===== config.mk =====
export PLATFORM = sky130hd
export DESIGN_NAME = ps2_keypad_decoder_flat
export DESIGN_NICKNAME = d
export VERILOG_FILES = /design/src/rtl/ps2_keypad_decoder_if.sv /design/src/rtl/ps2_keypad_decoder.sv /design/src/flat_wrapper.sv
export SDC_FILE = /design/constraint.sdc
export NUM_CORES = 1
export LEC_CHECK = 0
export BUFFER_PORTS_ARGS = -buffer_cell sky130_fd_sc_hd__buf_4
export CAP_MARGIN = 5
export CORE_UTILIZATION = 46
export CTS_CLUSTER_DIAMETER = 60
export DETAILED_ROUTE_END_ITERATION = 10
export PLACE_DENSITY = 0.75
export REMOVE_ABC_BUFFERS = 1
export SLEW_MARGIN = 10
export SYNTH_ARGS = -nofsm -noshare
export SYNTH_HDL_FRONTEND = slang
export SYNTH_SLANG_ARGS = --single-unit

===== constraint.sdc =====
create_clock -name clk -period 1.8 [get_ports clk]
set_input_delay 0.09 -clock clk [delete_from_list [all_inputs] [get_ports clk]]
set_output_delay 0.09 -clock clk [all_outputs]
set_load 0.02 [all_outputs]

===== src/rtl/ps2_keypad_decoder_if.sv =====
// PS/2 pins plus the key-code/strobe outputs of the keypad decoder.
interface ps2_keypad_decoder_if;
  logic        ps2_clk;
  logic        ps2_data;
  logic [10:0] data_out;
  logic        sel;
  logic        frame_err;

  modport master (output ps2_clk, ps2_data, input data_out, sel, frame_err);
  modport slave  (input ps2_clk, ps2_data, output data_out, sel, frame_err);
endinterface


===== src/rtl/ps2_keypad_decoder.sv =====
// PS/2 set-2 keypad receiver: frames bytes, tracks E0/F0 prefixes and emits
// calculator key codes 0-14 with a fixed-width sel strobe.
module ps2_keypad_decoder #(
  parameter int unsigned TIMEOUT_CYCLES = 5000,
  parameter int unsigned SEL_CYCLES     = 4
) (
  input  logic                 clk,
  input  logic                 rst,
  ps2_keypad_decoder_if.slave  bus
);
  localparam int unsigned TW = $clog2(TIMEOUT_CYCLES + 1);

  typedef enum logic [1:0] {R_IDLE, R_RECV, R_CHECK} rx_state_t;
  typedef enum logic {S_IDLE, S_HIGH} st_state_t;

  logic [2:0]    clk_sync;
  logic [1:0]    dat_sync;
  logic          fall_q, bit_q;
  rx_state_t     rx_state, rx_next;
  logic [3:0]    bit_idx;
  logic [9:0]    frame;
  logic [TW-1:0] tcnt;
  logic          ext, brk;
  logic          key_valid;
  logic [3:0]    key_code;
  logic          err_q;
  logic          frame_ok, map_hit;
  logic [3:0]    map_code;
  logic [7:0]    rx_byte;
  st_state_t     st_state, st_next;
  logic [7:0]    scnt;
  logic [10:0]   data_q;
  logic          sel_q;

  // Sync chains preset high so release from reset never looks like a falling edge.
  always_ff @(posedge clk) begin
    if (!rst) begin
      clk_sync <= '1;
      dat_sync <= '1;
      fall_q   <= 1'b0;
      bit_q    <= 1'b0;
    end else begin
      clk_sync <= {clk_sync[1:0], bus.ps2_clk};
      dat_sync <= {dat_sync[0], bus.ps2_data};
      fall_q   <= clk_sync[2] & ~clk_sync[1];
      bit_q    <= dat_sync[1];
    end
  end

  assign rx_byte  = frame[7:0];
  assign frame_ok = frame[9] & (^frame[8:0]);

  always_comb begin
    rx_next = rx_state;
    case (rx_state)
      R_IDLE:  if (fall_q && !bit_q) rx_next = R_RECV;
      R_RECV: begin
        if (fall_q && bit_idx == 4'd10)                     rx_next = R_CHECK;
        else if (!fall_q && tcnt == TW'(TIMEOUT_CYCLES - 1)) rx_next = R_IDLE;
      end
      R_CHECK: rx_next = R_IDLE;
      default: rx_next = R_IDLE;
    endcase
  end

  always_comb begin
    map_hit  = 1'b1;
    map_code = '0;
    if (ext) begin
      case (rx_byte)
        8'h4A:   map_code = 4'd13;
        8'h5A:   map_code = 4'd14;
        default: map_hit  = 1'b0;
      endcase
    end else begin
      case (rx_byte)
        8'h45, 8'h70: map_code = 4'd0;
        8'h16, 8'h69: map_code = 4'd1;
        8'h1E, 8'h72: map_code = 4'd2;
        8'h26, 8'h7A: map_code = 4'd3;
        8'h25, 8'h6B: map_code = 4'd4;
        8'h2E, 8'h73: map_code = 4'd5;
        8'h36, 8'h74: map_code = 4'd6;
        8'h3D, 8'h6C: map_code = 4'd7;
        8'h3E, 8'h75: map_code = 4'd8;
        8'h46, 8'h7D: map_code = 4'd9;
        8'h79:        map_code = 4'd10;
        8'h4E, 8'h7B: map_code = 4'd11;
        8'h7C:        map_code = 4'd12;
        8'h5A:        map_code = 4'd14;
        default:      map_hit  = 1'b0;
      endcase
    end
  end

  always_ff @(posedge clk) begin
    if (!rst) begin
      rx_state  <= R_IDLE;
      bit_idx   <= '0;
      frame     <= '0;
      tcnt      <= '0;
      ext       <= 1'b0;
      brk       <= 1'b0;
      key_valid <= 1'b0;
      key_code  <= '0;
      err_q     <= 1'b0;
    end else begin
      rx_state  <= rx_next;
      key_valid <= 1'b0;
      err_q     <= 1'b0;
      case (rx_state)
        R_IDLE: begin
          bit_idx <= 4'd1;
          tcnt    <= '0;
        end
        R_RECV: begin
          if (fall_q) begin
            frame   <= {bit_q, frame[9:1]};
            bit_idx <= bit_idx + 4'd1;
            tcnt    <= '0;
          end else begin
            tcnt <= tcnt + 1'b1;
          end
        end
        R_CHECK: begin
          if (!frame_ok) begin
            err_q <= 1'b1;
            ext   <= 1'b0;
            brk   <= 1'b0;
          end else if (rx_byte == 8'hE0) begin
            ext <= 1'b1;
          end else if (rx_byte == 8'hF0) begin
            brk <= 1'b1;
          end else begin
            ext       <= 1'b0;
            brk       <= 1'b0;
            key_valid <= map_hit & ~brk;
            key_code  <= map_code;
          end
        end
        default: ;
      endcase
    end
  end

  always_comb begin
    st_next = st_state;
    case (st_state)
      S_IDLE:  if (key_valid) st_next = S_HIGH;
      S_HIGH:  if (scnt == 8'd1) st_next = S_IDLE;
      default: st_next = S_IDLE;
    endcase
  end

  // data_out only loads from S_IDLE, so it is frozen for the whole strobe.
  always_ff @(posedge clk) begin
    if (!rst) begin
      st_state <= S_IDLE;
      scnt     <= '0;
      data_q   <= '0;
      sel_q    <= 1'b0;
    end else begin
      st_state <= st_next;
      case (st_state)
        S_IDLE: begin
          if (key_valid) begin
            data_q <= {7'd0, key_code};
            sel_q  <= 1'b1;
            scnt   <= 8'(SEL_CYCLES);
          end
        end
        S_HIGH: begin
          scnt <= scnt - 8'd1;
          if (scnt == 8'd1) sel_q <= 1'b0;
        end
        default: ;
      endcase
    end
  end

  assign bus.data_out  = data_q;
  assign bus.sel       = sel_q;
  assign bus.frame_err = err_q;
endmodule


===== src/flat_wrapper.sv =====
// flat-port wrapper written by rule: the top's interface ports become plain ports
module ps2_keypad_decoder_flat 
#(
  parameter int unsigned TIMEOUT_CYCLES = 5000,
  parameter int unsigned SEL_CYCLES     = 4
)
  (clk, rst, bus_ps2_clk, bus_ps2_data, bus_data_out, bus_sel, bus_frame_err);
  ps2_keypad_decoder_if bus_i ();
  input  logic clk;
  input  logic rst;
  input wire logic [$bits(bus_i.ps2_clk)-1:0] bus_ps2_clk;
  input wire logic [$bits(bus_i.ps2_data)-1:0] bus_ps2_data;
  output wire logic [$bits(bus_i.data_out)-1:0] bus_data_out;
  output wire logic [$bits(bus_i.sel)-1:0] bus_sel;
  output wire logic [$bits(bus_i.frame_err)-1:0] bus_frame_err;
  assign bus_i.ps2_clk = bus_ps2_clk;
  assign bus_i.ps2_data = bus_ps2_data;
  assign bus_data_out = bus_i.data_out;
  assign bus_sel = bus_i.sel;
  assign bus_frame_err = bus_i.frame_err;
  ps2_keypad_decoder #(.TIMEOUT_CYCLES(TIMEOUT_CYCLES), .SEL_CYCLES(SEL_CYCLES)) u_core (.clk(clk), .rst(rst), .bus(bus_i));
endmodule

==> impl_metrics.tcl <==
set metrics [dict create \
    num_vias 2935 \
    synthTopCellsByCount "dfxtp_1, nand2_1, nor2_1, nand3_1, ha_1" \
    utilization_pct 62.2 \
    clk_pin_slew_ns 0.07 \
    cts_buffers 9 \
    worst-path-buf-inv 1 \
    synth_top_area_share_pct 36.8 \
    fin_skew_ns 0.0104 \
    grt_max_degree 27 \
    slew_violations 0 \
    clk_latency_ns 0.34 \
    fin_ws_ns -0.134 \
    io_pins 17 \
    critPathLaunchType "flop" \
    critical_path_arrival_ns 2.17 \
    start_util_pct 48.5 \
    syn2layout_area_growth_pct 28.2 \
    dpl.cell_count 500 \
    synth_warnings 0 \
    ys_seq_area_share_pct 36.8 \
    dr.pass1.iters 7 \
    dp_hpwl_um 4870 \
    antenna_found_initial 0 \
    cts.sinks 58 \
    worst_hold_path_type "flop to flop" \
    netlist_area_um2 3150 \
    cp_slowest_cell "or4_4" \
    reg2reg_slack_ns -0.13 \
    peakVddDrop_v 0.000363 \
    critPathCaptureType "flop" \
    ys_ff_latch 58 \
    drtAntennaViolNets 0 \
    ys_types 62 \
    grt_usage_pct 21.4 \
    period_minus_slack_ns 1.93 \
    drt-initial-drc-count 157 \
    cts_tree "done" \
    rsz0062_at_grt "true" \
    crit_chain "inv_4, ha_4, and3_4, o21a_1, or4_4, nor4_4, nor3_2" \
    grt_pass1_vias 2872 \
    cts_root_buffer "clkbuf_8" \
    min_from "u_core.clk_sync[2]" \
    fp.dieH_um 84.8 \
    synth_edf_count 0 \
    die_width_um 84.8 \
    synth_cells 386 \
    gr-total-overflow 0 \
    cts_buffer_depth 2 \
    path_class "flop to flop" \
    drc 2 \
    yosysTopAreaCell "dfxtp_1" \
    hold_depth 2 \
    use_met2_pct 37.9 \
    max_freq_mhz 517 \
    status "complete, but fails checks" \
    r2r_end "u_core.key_valid" \
    drive_gt1_share_pct 27.1 \
    reg2reg_depth 7 \
    routabilityCongestion 0.924 \
    routed_wirelength_um 7080 \
    core_um2 6490 \
    setup_viol 7 \
    maxCapViolations 0 \
    use_met1_pct 25.6 \
    path_delay_family "simple AND/OR/NAND/NOR gates" \
    gr-usage-met3_pct 3.93 \
    fin_cells 523 \
    synth.most_common_cell "dfxtp_1" \
    required_ns 2.03 \
    pwr_density_cell_nw_per_um2 641 \
    r2r-start "u_core.frame[2]" \
    portBuffers 9 \
    grt_pass1_wl_um 12400 \
    post-route-period-util_pct 107 \
    synthFlopType "dfxtp_1" \
    worstPathMaxFanout 4 \
    cts.htree.levels 3 \
    hold_end "u_core.fall_q" \
    violations "DRC, setup timing" \
    vias_per_cell 5.61 \
    finalHoldViolations 0 \
    wl_per_cell_um 13.5 \
    syn_avg_cell_area_um2 8.17 \
    rows 29 \
    slowest_delay_ns 0.57 \
    ys_async_sr_fraction_pct 0 \
    final_nets 465 \
    grt.busiest_layer "met2" \
    n_antenna_cell 0 \
    yosys-top-cells-area "dfxtp_1, ha_1, nand2_1" \
    dieArea_um2 7190 \
    leakage_nw 1.58 \
    place_ws_ns -0.262 \
]
## worst max path at each step
| stage | startpoint | endpoint | cells after the start |
|---|---|---|---|
| floorplan | u_core.frame[2] | u_core.key_valid | 7 |
| global placement | u_core.frame[1] | u_core.key_code[0] | 7 |
| detailed placement | u_core.frame[0] | u_core.key_valid | 7 |
| CTS | u_core.frame[0] | u_core.key_valid | 7 |
| global route | u_core.frame[4] | u_core.key_valid | 8 |
| finish | u_core.frame[2] | u_core.key_valid | 7 |
## cells by family after synthesis
family / after synthesis / share of synthesized area, %
other: 1 / 0.119
adders and majority gates: 20 / 7.94
AOI/OAI and AO/OA: 80 / 16.8
muxes: 5 / 1.67
DFF: 58 / 36.8
and+or+nand+nor: 175 / 28.9
xor gates and xnor gates: 3 / 1.27
buffers and inverters: 44 / 6.47
## report_power, final
group | total (W) | switching, W | internal [W]
sequential | 0.00129 | 0.00000530 | 0.00129
combinational | 0.0000800 | 0.0000510 | 0.0000290
clock | 0.00122 | 0.000573 | 0.000647
total | 0.00259 | 0.000629 | 0.00196
## tightest hold or removal path: stages, from the launching register on
cell and delay [ns]:
dfxtp_1 0.30, inv_1 0.04, nor2_1 0.03
## stage by stage
stage,hold slack [ns],TNS [ns],power [W],instance area [um2]
floorplan,0.163,-0.751,0.00137,3040
global placement,0.277,-1.05,0.00140,3560
detailed placement,0.278,-1.62,0.00140,3560
CTS,0.409,-0.490,0.00261,3960
global route,0.446,-1.09,0.00268,4040
finish,0.407,-0.521,0.00259,4040
## per-layer routing
layer,up-vias,routed length [um]
li1,1466,-
met1,1389,3220
met2,68,3470
met3,12,282
met4,0,110
met5,-,0
## cell usage in the layout (no fill, tap or decap), drive strengths merged, types with 7 or more instances in the layout
master / synthesis / routed
o21ai: 18 / 18
nand3: 24 / 24
nor3: 11 / 11
and3: 7 / 7
nand4: 9 / 9
clkbuf: 15 / 9
inv: 17 / 18
ha: 20 / 20
nor4: 7 / 7
buf: 11 / 60
nand2: 55 / 55
a21oi: 18 / 18
conb: 1 / 7
nand2b: 9 / 9
a21boi: 10 / 10
nor2: 27 / 27
nor2b: 8 / 8
dfxtp: 58 / 58
## state kept, by name, summed over array words and instances (netlist names)
name	count
u_core.tcnt	13
u_core.scnt	8
u_core.key_code	4
u_core.bus.frame_err	1
u_core.fall_q	1
u_core.rx_state	2
u_core.bus.sel	1
u_core.ext	1
u_core.dat_sync	2
u_core.bus.data_out	4
u_core.bit_idx	4
u_core.clk_sync	3
u_core.key_valid	1
u_core.st_state	1
u_core.frame	10
u_core.brk	1
u_core.bit_q	1
## layout make-up
cell class	instances	area [um2]
fill	527	2450
timing repair buffer	64	502
clock inverter	7	78.8
tap	77	96.3
clock buffer	9	124
sequential	58	1180
multi-input combinational	290	1990
inverter	18	72.6
## repair_timing
action	in CTS	in global routing
endpoints found under the setup margin	7	9
resized for setup	38	15
buffers inserted	3	0
hold buffers	4	0
endpoints found under the hold margin	4	0
pin swaps	24	12
(Power assumes the default switching activity.)
